--- src/rtl/sent_rx_pkg.sv ---
// Shared constants and types for the SENT receiver line conditioner.
package sent_rx_pkg;

    // Level of an idle SENT line.
    localparam logic SENT_IDLE_LEVEL = 1'b1;

    // Interval FSM state encoding.
    localparam logic STATE_IDLE    = 1'b0;
    localparam logic STATE_MEASURE = 1'b1;

    typedef enum logic {
        IDLE    = STATE_IDLE,
        MEASURE = STATE_MEASURE
    } rx_state_e;

    // Default parameter values.
    localparam int DEF_SYNC_STAGES = 2;
    localparam int DEF_FILTER_LEN  = 3;
    localparam int DEF_CNT_WIDTH   = 12;
    localparam int DEF_GLITCH_W    = 8;

endpackage

--- src/rtl/sent_rx_glitch_filter.sv ---
// Synchroniser, run-length glitch filter and saturating glitch counter for
// the raw SENT line. The filtered level only changes after FILTER_LEN
// consecutive synchronised samples disagree with it.
module sent_rx_glitch_filter
    import sent_rx_pkg::*;
#(
    parameter int SYNC_STAGES = DEF_SYNC_STAGES,
    parameter int FILTER_LEN  = DEF_FILTER_LEN,
    parameter int GLITCH_W    = DEF_GLITCH_W
) (
    input  logic                clk_rx,
    input  logic                reset_rx,
    input  logic                sent_rx_i,
    input  logic                clear_i,
    output logic                sent_filt_o,
    output logic                filt_fall_o,
    output logic [GLITCH_W-1:0] glitch_cnt_o
);

    localparam int RUN_W = $clog2(FILTER_LEN + 1);
    localparam logic [RUN_W-1:0] RUN_LAST = RUN_W'(FILTER_LEN - 1);
    localparam logic [GLITCH_W-1:0] GLITCH_MAX = {GLITCH_W{1'b1}};

    logic [SYNC_STAGES-1:0] sync_reg;
    logic [SYNC_STAGES-1:0] sync_next;
    logic [RUN_W-1:0]       run_reg;
    logic [RUN_W-1:0]       run_next;
    logic                   filt_reg;
    logic                   filt_next;
    logic [GLITCH_W-1:0]    glitch_reg;
    logic [GLITCH_W-1:0]    glitch_next;

    logic synced;
    logic differ;
    logic accept;
    logic glitch;

    // Plain flop chain: stage 0 samples the pin, each later stage copies the one before.
    generate
        for (genvar gi = 0; gi < SYNC_STAGES; gi++) begin : g_sync
            if (gi == 0) begin : g_first
                assign sync_next[gi] = sent_rx_i;
            end else begin : g_rest
                assign sync_next[gi] = sync_reg[gi-1];
            end
        end
    endgenerate

    assign synced = sync_reg[SYNC_STAGES-1];
    assign differ = synced != filt_reg;
    assign accept = differ && (run_reg == RUN_LAST);
    // A disagreement run that ends without being accepted is a glitch.
    assign glitch = !differ && (run_reg != '0);

    // Next-state for run length, filtered level and glitch count.
    always_comb begin
        run_next    = '0;
        filt_next   = filt_reg;
        glitch_next = glitch_reg;
        if (accept) begin
            filt_next = synced;
        end else if (differ) begin
            run_next = run_reg + RUN_W'(1);
        end
        if (clear_i) begin
            glitch_next = '0;
        end else if (glitch && (glitch_reg != GLITCH_MAX)) begin
            glitch_next = glitch_reg + GLITCH_W'(1);
        end
    end

    // Register all filter state; the line idles high out of reset.
    always_ff @(posedge clk_rx or posedge reset_rx) begin
        if (reset_rx) begin
            sync_reg   <= {SYNC_STAGES{SENT_IDLE_LEVEL}};
            run_reg    <= '0;
            filt_reg   <= SENT_IDLE_LEVEL;
            glitch_reg <= '0;
        end else begin
            sync_reg   <= sync_next;
            run_reg    <= run_next;
            filt_reg   <= filt_next;
            glitch_reg <= glitch_next;
        end
    end

    assign sent_filt_o  = filt_reg;
    // High in the cycle before the filtered line first reads low.
    assign filt_fall_o  = accept && !synced;
    assign glitch_cnt_o = glitch_reg;

endmodule

--- src/rtl/sent_rx_line_conditioner.sv ---
// SENT receiver front end: cleaned line, falling-edge pulse and the
// clk_rx-cycle interval between consecutive falling edges.
module sent_rx_line_conditioner
    import sent_rx_pkg::*;
#(
    parameter int SYNC_STAGES = DEF_SYNC_STAGES,
    parameter int FILTER_LEN  = DEF_FILTER_LEN,
    parameter int CNT_WIDTH   = DEF_CNT_WIDTH,
    parameter int GLITCH_W    = DEF_GLITCH_W
) (
    input  logic                 clk_rx,
    input  logic                 reset_rx,
    input  logic                 sent_rx_i,
    input  logic                 enable_i,
    input  logic                 clear_i,
    output logic                 sent_filt_o,
    output logic                 fall_edge_o,
    output logic [CNT_WIDTH-1:0] interval_o,
    output logic                 interval_valid_o,
    output logic                 overflow_o,
    output logic [GLITCH_W-1:0]  glitch_cnt_o
);

    localparam logic [CNT_WIDTH-1:0] CNT_MAX = {CNT_WIDTH{1'b1}};

    logic                 filt_fall;
    logic                 fall_edge_reg;
    logic                 fall_edge_next;
    rx_state_e            state_reg;
    rx_state_e            state_next;
    logic [CNT_WIDTH-1:0] cnt_reg;
    logic [CNT_WIDTH-1:0] cnt_next;
    logic [CNT_WIDTH-1:0] interval_reg;
    logic [CNT_WIDTH-1:0] interval_next;
    logic                 overflow_reg;
    logic                 overflow_next;
    logic                 valid_reg;
    logic                 valid_next;

    sent_rx_glitch_filter #(
        .SYNC_STAGES (SYNC_STAGES),
        .FILTER_LEN  (FILTER_LEN),
        .GLITCH_W    (GLITCH_W)
    ) u_filter (
        .clk_rx       (clk_rx),
        .reset_rx     (reset_rx),
        .sent_rx_i    (sent_rx_i),
        .clear_i      (clear_i),
        .sent_filt_o  (sent_filt_o),
        .filt_fall_o  (filt_fall),
        .glitch_cnt_o (glitch_cnt_o)
    );

    assign fall_edge_next = filt_fall && enable_i;

    // Interval FSM: first edge starts counting, later edges report and restart.
    always_comb begin
        state_next    = state_reg;
        cnt_next      = cnt_reg;
        interval_next = interval_reg;
        overflow_next = overflow_reg;
        valid_next    = 1'b0;
        if (!enable_i) begin
            // Disable wins over a coincident edge; reported values are held.
            state_next = IDLE;
            cnt_next   = '0;
        end else begin
            case (state_reg)
                IDLE: begin
                    if (fall_edge_reg) begin
                        state_next = MEASURE;
                        cnt_next   = CNT_WIDTH'(1);
                    end
                end
                MEASURE: begin
                    if (fall_edge_reg) begin
                        interval_next = cnt_reg;
                        overflow_next = (cnt_reg == CNT_MAX);
                        valid_next    = 1'b1;
                        cnt_next      = CNT_WIDTH'(1);
                    end else if (cnt_reg != CNT_MAX) begin
                        cnt_next = cnt_reg + CNT_WIDTH'(1);
                    end
                end
            endcase
        end
    end

    // State, counter and output registers.
    always_ff @(posedge clk_rx or posedge reset_rx) begin
        if (reset_rx) begin
            fall_edge_reg <= 1'b0;
            state_reg     <= IDLE;
            cnt_reg       <= '0;
            interval_reg  <= '0;
            overflow_reg  <= 1'b0;
            valid_reg     <= 1'b0;
        end else begin
            fall_edge_reg <= fall_edge_next;
            state_reg     <= state_next;
            cnt_reg       <= cnt_next;
            interval_reg  <= interval_next;
            overflow_reg  <= overflow_next;
            valid_reg     <= valid_next;
        end
    end

    assign fall_edge_o      = fall_edge_reg;
    assign interval_o       = interval_reg;
    assign interval_valid_o = valid_reg;
    assign overflow_o       = overflow_reg;

endmodule

--- config.mk ---
export PLATFORM = sky130hd
export DESIGN_NAME = sent_rx_line_conditioner
export DESIGN_NICKNAME = d
export VERILOG_FILES = /design/src/rtl/sent_rx_pkg.sv /design/src/rtl/sent_rx_glitch_filter.sv /design/src/rtl/sent_rx_line_conditioner.sv
export SDC_FILE = /design/constraint.sdc
export NUM_CORES = 1
export LEC_CHECK = 0
export CAP_MARGIN = 25
export CORE_UTILIZATION = 65
export CTS_CLUSTER_SIZE = 14
export DETAILED_ROUTE_END_ITERATION = 8
export DONT_BUFFER_PORTS = 1
export PLACE_DENSITY = 0.81
export SKIP_CTS_REPAIR_TIMING = 1
export SYNTH_ARGS = -nofsm -noshare
export SYNTH_HDL_FRONTEND = slang
export SYNTH_SLANG_ARGS = --single-unit
--- constraint.sdc ---
create_clock -name clk_rx -period 3.3 [get_ports clk_rx]
set_clock_uncertainty 0.15 [all_clocks]
set_input_delay 0.66 -clock clk_rx [delete_from_list [all_inputs] [get_ports clk_rx]]
set_output_delay 0.66 -clock clk_rx [all_outputs]
set_load 0.01 [all_outputs]
==> impl_metrics.env, run 1 <==
export IMPL_clock_sinks=41
export IMPL_place_gp_congestion=0.8405
export IMPL_die_w_um=56.98
export IMPL_drive_gt1_frac=0.2011
export IMPL_finalSetupViolations=0
export IMPL_placementRows=19
export IMPL_synth_area_um2=1964
export IMPL_arrival_ns=2.09
export IMPL_status="finished, violations left"
export IMPL_dieArea_um2=3246
export IMPL_grt_pass1_wl_mm=6.044
export IMPL_clk_transition_reported_paths_ns=0.12
export IMPL_numPortBuffers=0
export IMPL_max_freq_mhz=510.9
export IMPL_core_area_um2=2805
export IMPL_p_sw_w=0.0002764
export IMPL_violations="DRC"
export IMPL_pwr_share_seq=0.516
export IMPL_seqCellArea_um2=1030
export IMPL_p_per_area_nw_per_um2=527.0
export IMPL_seq_area_frac_synth=0.5242
export IMPL_power_w=0.001099
export IMPL_maxCapViolations=0
export IMPL_max_slew_margin=0.5377
export IMPL_crit_path_end_kind="flop"
export IMPL_die_h_um=56.98
export IMPL_syn_inst=170
export IMPL_cts_tree="done"
export IMPL_hp_class="in -> reg"
export IMPL_clk_path_buf_depth=2
export IMPL_antenna_found_initial=0
export IMPL_syn_area_per_cell_um2=11.56
export IMPL_worst_slew_pin_slew_ns=0.6915
export IMPL_period_share=0.5931
export IMPL_cts_htree_levels=2
export IMPL_synthDistinctLibCells=44
export IMPL_synthArstFlopShare=1.000
export IMPL_cpPeakStageDelay_ns=0.47
export IMPL_clock_latency_ns=0.35
export IMPL_cpMaxStageDelayCell="or4_1"
export IMPL_synth_edf_count=0
export IMPL_clockRootBuffer="clkbuf_4"
export IMPL_final_common_cell="dfrtp_1"
export IMPL_slew_viol_final=0
export IMPL_finalSetupTns_ns=0
export IMPL_yosys_most_used_dff="dfrtp_1"
export IMPL_mappedNetlistNets=179
export IMPL_vias=1330
export IMPL_p_comb_frac=0.121
export IMPL_hpwl_mm=2.442
export IMPL_drt_vias_per_instance=6.488
export IMPL_grt_max_degree=42
export IMPL_ys_warn_count=0
export IMPL_final_antenna_net_count=0
export IMPL_rsz0062_at_grt="no"
export IMPL_start_util=0.7003
export IMPL_p_int_w=0.0008227
export IMPL_most_common_layout_cells="dfrtp_1, mux2_2, nor2_1, nand3_1, nand2_1"
export IMPL_vdd_drop_max_mv=0.3300
export IMPL_nNetsFinal=182
export IMPL_grt_pass1_vias=1314
export IMPL_overflow=0
export IMPL_areaGrowthSynthToFinish_pct=6.178
export IMPL_crit_type="reg -> reg"
export IMPL_detail_route_iter0_violations=50
export IMPL_gr_usage_all_layers=0.2435
export IMPL_wl_mm=3.384
export IMPL_finalWorstPathRequiredPeriod_ns=1.957
export IMPL_crit_required_ns=3.43
export IMPL_drc=2
export IMPL_p_leak_nw=0.9532
export IMPL_dr_pass1_iters=6
export IMPL_cts_buffers_inserted=5
export IMPL_swShare=0.2514
export IMPL_wl_per_cell_um=16.51
export IMPL_antenna_cells=0
export IMPL_yosys_register_bits=41
export IMPL_multi_input_area_um2=884.6
export IMPL_crit_path_max_fanout=5
export IMPL_ios=29
export IMPL_final_hold_viol_count=0
export IMPL_fillers=192
export IMPL_power_frac_clock=0.362
export IMPL_cp_start_kind="flop"
export IMPL_worstPathCellList="ha_1 -> nand2_1 -> o211ai_4 -> or4_1 -> a21oi_1"
==> layout make-up <==
type	count	area share
Sequential cell	41	0.4937
Multi-Input combinational cell	118	0.4241
Clock inverter	3	0.03119
Tap cell	31	0.01860
Clock buffer	5	0.01800
Inverter	6	0.01080
Timing Repair Buffer	1	0.003599
==> cells in the mapped netlist, types with 2 or more instances <==
library cell,number,area share
dfstp_2,3,0.040
nand2_1,11,0.021
mux2i_1,2,0.010
nor4_1,2,0.0064
dfrtp_1,38,0.48
nand3_1,11,0.028
o211ai_1,2,0.0076
o21ai_0,5,0.013
or3_2,2,0.0076
nor2_1,11,0.021
ha_1,4,0.025
nor3_1,6,0.015
or4_1,3,0.011
a211oi_1,3,0.011
and4b_1,3,0.015
a21oi_1,8,0.020
o21a_1,3,0.011
inv_1,6,0.011
mux2_2,12,0.069
a31oi_1,3,0.0096
nand4_1,2,0.0064
buf_4,2,0.0076
nand2b_1,3,0.0096
and3_1,2,0.0064
xnor2_1,3,0.013
and4_1,2,0.0089
==> per-stage QoR <==
stage	cell area, um2	instances	worst slack (ns)	hold slack [ns]	util
final	2086	205	1.343	0.1418	0.7435
after global routing	2086	205	1.182	0.1042	0.7435
after CTS	2086	205	1.327	0.1200	0.7435
after detailed placement	1983	197	1.368	0.1982	0.7070
after global placement	1983	197	1.416	0.1985	0.7070
after floorplan	1964	170	1.506	0.1952	-
==> path summary, 6_finish.rpt <==
path,start,end,slack (ns),depth (start not counted)
max in group asynchronous,reset_rx,u_filter.sync_reg[1],2.49,2
hold / removal,sent_rx_i,u_filter.sync_reg[0],0.14,0
setup reg to reg,cnt_reg[0],cnt_reg[11],1.34,5
min in group asynchronous,reset_rx,interval_o[9],0.16,2
setup / recovery,cnt_reg[0],cnt_reg[11],1.34,5
hold reg to reg,u_filter.sync_reg[0],u_filter.sync_reg[1],0.22,0
==> critical path, delay by kind of cell, from the launching register on <==
family	cells	cell delay, ns
adder cells (fa/ha/maj)	1	0.27
flip-flops	1	0.45
AO/OA/AOI/OAI	2	0.28
AND/OR/NAND/NOR	2	0.74
==> logic make-up after synthesis <==
group / synth area share
DFF: 0.5242
muxes: 0.07898
AOI/OAI and AO/OA: 0.1185
and+or+nand+nor: 0.2057
adders and majority gates: 0.02548
xor gates and xnor gates: 0.02166
buffers and inverters: 0.02547
==> power groups by stage <==
stage	Clock [W]	Combinational, W	Sequential [W]
4_1_cts	0.000405	0.000136	0.000568
5_1_grt	0.000423	0.000151	0.000573
3_3_place_gp	0	0.000126	0.000575
6_report	0.000398	0.000133	0.000568
3_5_place_dp	0	0.000136	0.000578
2_1_floorplan	0	0.000114	0.000569
==> routing by layer <==
metal / wire length, um / share of wire / vias up / GRT usage
met5: 0 / 0 / - / 0
met4: 53 / 0.016 / 0 / 0.09408
met3: 185 / 0.055 / 5 / 0.08617
met2: 1699 / 0.50 / 42 / 0.3882
met1: 1446 / 0.43 / 648 / 0.3076
li1: - / - / 635 / -
(Power assumes the default switching activity.)
==> run 2: changes to the inputs <==
--- a/config.mk
+++ b/config.mk
@@ -6,11 +6,11 @@
 export NUM_CORES = 1
 export LEC_CHECK = 0
 export CAP_MARGIN = 25
-export CORE_UTILIZATION = 65
+export CORE_UTILIZATION = 56
 export CTS_CLUSTER_SIZE = 14
 export DETAILED_ROUTE_END_ITERATION = 8
 export DONT_BUFFER_PORTS = 1
-export PLACE_DENSITY = 0.81
+export PLACE_DENSITY = 0.74
 export SKIP_CTS_REPAIR_TIMING = 1
 export SYNTH_ARGS = -nofsm -noshare
 export SYNTH_HDL_FRONTEND = slang
==> constraint.sdc (replaced) <==
create_clock -name clk_rx -period 1.6 [get_ports clk_rx]
set_clock_uncertainty 0.15 [all_clocks]
set_input_delay 0.32 -clock clk_rx [delete_from_list [all_inputs] [get_ports clk_rx]]
set_output_delay 0.32 -clock clk_rx [all_outputs]
set_load 0.01 [all_outputs]
==> run 2 against run 1 <==
The flow finishes with violations (hold timing, setup timing). Cell count rose by 32%. Utilization rose by 3.9 points. Cell area rose by 25%. Non-clock buffer count rose by 50. Maximum frequency rose by 13%. Critical path type unchanged. Largest cell class is now multi-input gates. Highest routed layer unchanged.
==> impl_metrics.env, run 2 (synthesized netlist as in run 1, its figures left out) <==
export IMPL_antenna_cells=0
export IMPL_crit_path_end_kind="flop"
export IMPL_hold_ws_ns=-0.1420
export IMPL_drc=0
export IMPL_final_antenna_net_count=0
export IMPL_hp_class="in -> reg"
export IMPL_antenna_found_initial=0
export IMPL_wl_per_cell_um=17.34
export IMPL_crit_required_ns=1.70
export IMPL_ios=29
export IMPL_nNetsFinal=232
export IMPL_vias=1594
export IMPL_drt_vias_per_instance=5.904
export IMPL_maxCapViolations=0
export IMPL_arrival_ns=1.83
export IMPL_status="finished, violations left"
export IMPL_die_w_um=61.23
export IMPL_placementRows=21
export IMPL_gr_usage_all_layers=0.2368
export IMPL_dr_pass1_iters=4
export IMPL_most_common_layout_cells="buf_4, dfrtp_1, mux2_2"
export IMPL_finalSetupViolations=13
export IMPL_fin_ws_ns=-0.1257
export IMPL_final_common_cell="buf_4"
export IMPL_max_freq_mhz=579.5
export IMPL_finalWorstPathRequiredPeriod_ns=1.726
export IMPL_cts_tree="done"
export IMPL_grt_pass1_vias=1398
export IMPL_rsz0062_at_grt="yes"
export IMPL_cts_buffers_inserted=5
export IMPL_grt_pass1_wl_mm=6.313
export IMPL_max_slew_margin=0.6941
export IMPL_areaGrowthSynthToFinish_pct=32.99
export IMPL_start_util=0.5887
export IMPL_clock_sinks=41
export IMPL_fillers=216
export IMPL_wl_mm=4.681
export IMPL_numPortBuffers=0
export IMPL_crit_type="reg -> reg"
export IMPL_period_share=1.079
export IMPL_design_area_um2=2613
export IMPL_instances_no_fill=270
export IMPL_final_hold_viol_count=7
export IMPL_place_gp_congestion=0.8276
export IMPL_clk_path_buf_depth=2
export IMPL_overflow=0
export IMPL_violations="hold timing, setup timing"
export IMPL_drive_gt1_frac=0.4509
export IMPL_core_area_um2=3337
export IMPL_place_inst=251
export IMPL_p_leak_nw=1.227
export IMPL_hpwl_mm=2.975
export IMPL_dieArea_um2=3749
export IMPL_seqCellArea_um2=1033
export IMPL_cp_start_kind="flop"
export IMPL_clock_latency_ns=0.36
export IMPL_p_per_area_nw_per_um2=880.3
export IMPL_worst_slew_pin_slew_ns=0.4579
export IMPL_slew_viol_final=0
export IMPL_placed_area_um2=2332
export IMPL_multi_input_area_um2=1035
export IMPL_vdd_drop_max_mv=0.7003
export IMPL_detail_route_iter0_violations=109
export IMPL_clk_transition_reported_paths_ns=0.12
export IMPL_grt_max_degree=29
export IMPL_cts_htree_levels=2
export IMPL_die_h_um=61.23
export IMPL_clockRootBuffer="clkbuf_4"
export IMPL_crit_path_max_fanout=4
==> run 2: area by class of cell <==
class | count | area share
Multi-Input combinational cell | 118 | 0.3961
Sequential cell | 41 | 0.3956
Timing Repair Buffer | 51 | 0.1509
Clock buffer | 7 | 0.02490
Tap cell | 46 | 0.02203
Inverter | 6 | 0.008621
Clock inverter | 1 | 0.001916
==> run 2: routing by layer <==
metal / up-vias / wire, um / track usage
met1: 792 / 1759 / 0.2663
met5: - / 0 / 0
met4: 0 / 181 / 0.1234
met2: 51 / 2554 / 0.4115
met3: 18 / 185 / 0.06303
li1: 733 / - / -
==> run 2: power by group <==
part,switching [W],total (W),internal [W]
Sequential,0.0000546,0.00116,0.00110
Combinational,0.000287,0.000547,0.000259
Clock,0.000343,0.000598,0.000255
==> run 2: path summary, 6_finish.rpt <==
kind / startpoint / endpoint / slack (ns) / cells past startpoint
max: cnt_reg[1] / cnt_reg[11] / -0.13 / 6
min: clear_i / u_filter.glitch_cnt_o[7] / -0.14 / 1
max reg2reg: cnt_reg[1] / cnt_reg[11] / -0.13 / 6
min reg2reg: u_filter.sync_reg[0] / u_filter.sync_reg[1] / 0.22 / 0
max in group asynchronous: reset_rx / cnt_reg[2] / 0.68 / 3
min in group asynchronous: reset_rx / u_filter.glitch_cnt_o[2] / 0.26 / 3
==> run 2: critical path, cell delays in order, from the launching register on <==
cell     delay, ns
dfrtp_2       0.43
buf_4         0.13
buf_4         0.11
nand4_1       0.23
buf_4         0.24
o31ai_2       0.25
a21oi_2       0.09
==> run 2: per-stage QoR <==
stage               hold slack [ns]  utilization  power [W]  setup TNS, ns  setup slack (ns)
floorplan                    0.1745            -   0.001427       -0.01249          -0.01249
global placement            0.08765       0.6989   0.001553       -0.05688          -0.02941
detailed placement          0.08994       0.6989   0.001582        -0.6137           -0.1049
CTS                         -0.3030       0.7199   0.002161        -0.9799           -0.1330
global route                -0.1538       0.7829   0.002408         -1.764           -0.1797
finish                      -0.1420       0.7829   0.002300        -0.7063           -0.1257
==> run 3: changes to the inputs <==
--- a/config.mk
+++ b/config.mk
@@ -11,7 +11,6 @@
 export DETAILED_ROUTE_END_ITERATION = 8
 export DONT_BUFFER_PORTS = 1
 export PLACE_DENSITY = 0.74
-export SKIP_CTS_REPAIR_TIMING = 1
 export SYNTH_ARGS = -nofsm -noshare
 export SYNTH_HDL_FRONTEND = slang
 export SYNTH_SLANG_ARGS = --single-unit
==> constraint.sdc (replaced) <==
create_clock -name clk_rx -period 1.6 [get_ports clk_rx]
set_clock_uncertainty 0.15 [all_clocks]
set_input_delay 0.32 -clock clk_rx [delete_from_list [all_inputs] [get_ports clk_rx]]
set_output_delay 0.32 -clock clk_rx [all_outputs]
set_load 0.005 [all_outputs]
==> run 3 against run 2 <==
Clock power up 18%. Combinational power rose by 16%. Non-clock buffer count decreased by 1. Utilization up 2.4 points. Die area is the same. First-iteration DRC count is 15% lower. Critical endpoint is now u_filter.glitch_cnt_o[2]. Sequential power is essentially flat. Via count shrank 2.3%. Power up 8.6%. Largest power group unchanged. The flow finishes with violations (setup timing). Worst setup slack better by 0.013 ns.
==> impl_metrics.env, run 3 (synthesized netlist as in run 1, its figures left out) <==
export IMPL_clockRootBuffer="clkbuf_4"
export IMPL_grt_pass1_vias=1589
export IMPL_most_common_layout_cells="buf_4, dfrtp_1, mux2_2"
export IMPL_violations="setup timing"
export IMPL_power_w=0.002498
export IMPL_maxCapViolations=0
export IMPL_max_freq_mhz=584.0
export IMPL_p_int_w=0.001789
export IMPL_finalSetupViolations=10
export IMPL_areaGrowthSynthToFinish_pct=37.01
export IMPL_final_antenna_net_count=0
export IMPL_detail_route_iter0_violations=93
export IMPL_p_comb_frac=0.255
export IMPL_placementRows=21
export IMPL_min_from="enable_i"
export IMPL_p_sw_w=0.0007096
export IMPL_vdd_drop_max_mv=0.9481
export IMPL_cts_tree="done"
export IMPL_finalSetupTns_ns=-0.3653
export IMPL_crit_path_end_kind="flop"
export IMPL_slew_viol_final=0
export IMPL_core_area_um2=3337
export IMPL_hp_class="in -> reg"
export IMPL_drive_gt1_frac=0.4753
export IMPL_p_leak_nw=1.247
export IMPL_overflow=0
export IMPL_clk_transition_reported_paths_ns=0.12
export IMPL_antenna_cells=0
export IMPL_fin_ws_ns=-0.1124
export IMPL_drc=0
export IMPL_drt_vias_per_instance=5.788
export IMPL_crit_required_ns=1.69
export IMPL_place_inst=246
export IMPL_p_per_area_nw_per_um2=928.3
export IMPL_vias=1557
export IMPL_cp_start_kind="flop"
export IMPL_place_ws_ns=-0.08177
export IMPL_final_hold_viol_count=0
export IMPL_wl_mm=4.450
export IMPL_swShare=0.2840
export IMPL_r2r_start="u_filter.sync_reg[1]"
export IMPL_start_util=0.5887
export IMPL_dieArea_um2=3749
export IMPL_cts_buffers_inserted=5
export IMPL_design_area_um2=2691
export IMPL_crit_path_start="u_filter.sync_reg[1]"
export IMPL_arrival_ns=1.80
export IMPL_max_slew_margin=0.6861
export IMPL_hpwl_mm=2.889
export IMPL_clock_sinks=41
export IMPL_grt_pass1_wl_mm=6.865
export IMPL_die_w_um=61.23
export IMPL_die_h_um=61.23
export IMPL_status="finished, violations left"
export IMPL_instances_no_fill=269
export IMPL_placed_area_um2=2297
export IMPL_period_share=1.070
export IMPL_finalWorstPathRequiredPeriod_ns=1.712
export IMPL_gr_usage_all_layers=0.2554
export IMPL_pwr_share_seq=0.463
export IMPL_power_frac_clock=0.283
export IMPL_clk_path_buf_depth=2
export IMPL_place_gp_congestion=0.8529
export IMPL_antenna_found_initial=0
export IMPL_cts_htree_levels=2
export IMPL_crit_path_max_fanout=7
export IMPL_crit_type="reg -> reg"
export IMPL_final_common_cell="buf_4"
export IMPL_rsz0062_at_grt="yes"
export IMPL_clock_latency_ns=0.34
export IMPL_dr_pass1_iters=4
export IMPL_worst_slew_pin_slew_ns=0.4700
export IMPL_wl_per_cell_um=16.54
export IMPL_numPortBuffers=0
export IMPL_ios=29
export IMPL_grt_max_degree=42
export IMPL_nNetsFinal=231
run 3: area by class of cell:
| type | instances | area [um2] |
|---|---|---|
| clock buffers | 7 | 55.05 |
| clock inverters | 1 | 30.03 |
| fillers | 198 | 645.6 |
| inverters | 6 | 22.52 |
| multi-input cells | 118 | 1079 |
| flip-flops and latches | 41 | 1035 |
| well taps | 46 | 57.56 |
| repair buffers | 50 | 412.9 |
run 3: final timing paths:
check | end | slack [ns] | depth (start not counted)
max | u_filter.glitch_cnt_o[2] | -0.11 | 4
min | fall_edge_o | 0.03 | 1
max reg2reg | u_filter.glitch_cnt_o[2] | -0.11 | 4
min reg2reg | u_filter.sync_reg[1] | 0.22 | 0
max in group asynchronous | u_filter.sync_reg[1] | 0.71 | 3
min in group asynchronous | interval_o[2] | 0.33 | 3
run 3: layer usage:
| metal | global-route usage | wire length (um) | share of wire |
|---|---|---|---|
| met4 | 0.1331 | 110 | 0.025 |
| met3 | 0.05252 | 115 | 0.026 |
| met2 | 0.4689 | 2424 | 0.54 |
| met5 | 0 | 0 | 0 |
| met1 | 0.2751 | 1800 | 0.40 |
run 3: what timing repair did:
item,in CTS,in global routing
pin swaps,13,12
setup buffers,8,5
hold buffers,4,0
gates resized for setup,16,24
setup endpoints to repair,15,18
endpoints found under the hold margin,51,0
run 3: through the flow:
| step | util | hold slack, ns |
|---|---|---|
| finish | 0.8065 | 0.03311 |
| global route | 0.8065 | 0.02011 |
| CTS | 0.7660 | 0.01921 |
| detailed placement | 0.6884 | 0.1344 |
| global placement | 0.6884 | 0.1336 |
| floorplan | - | 0.1745 |
run 3: power groups by stage:
stage	Sequential, W	Clock, W	Combinational, W
floorplan	0.00117	0	0.000244
detailed placement	0.00116	0	0.000399
finish	0.00116	0.000706	0.000637
global placement	0.00116	0	0.000379
CTS	0.00115	0.000718	0.000531
global route	0.00116	0.000759	0.000695
run 3: critical path, stage by stage (launching register included):
cell and delay [ns]:
dfstp_2 0.60, xor2_4 0.34, buf_6 0.17, a211oi_2 0.05, a311oi_1 0.30
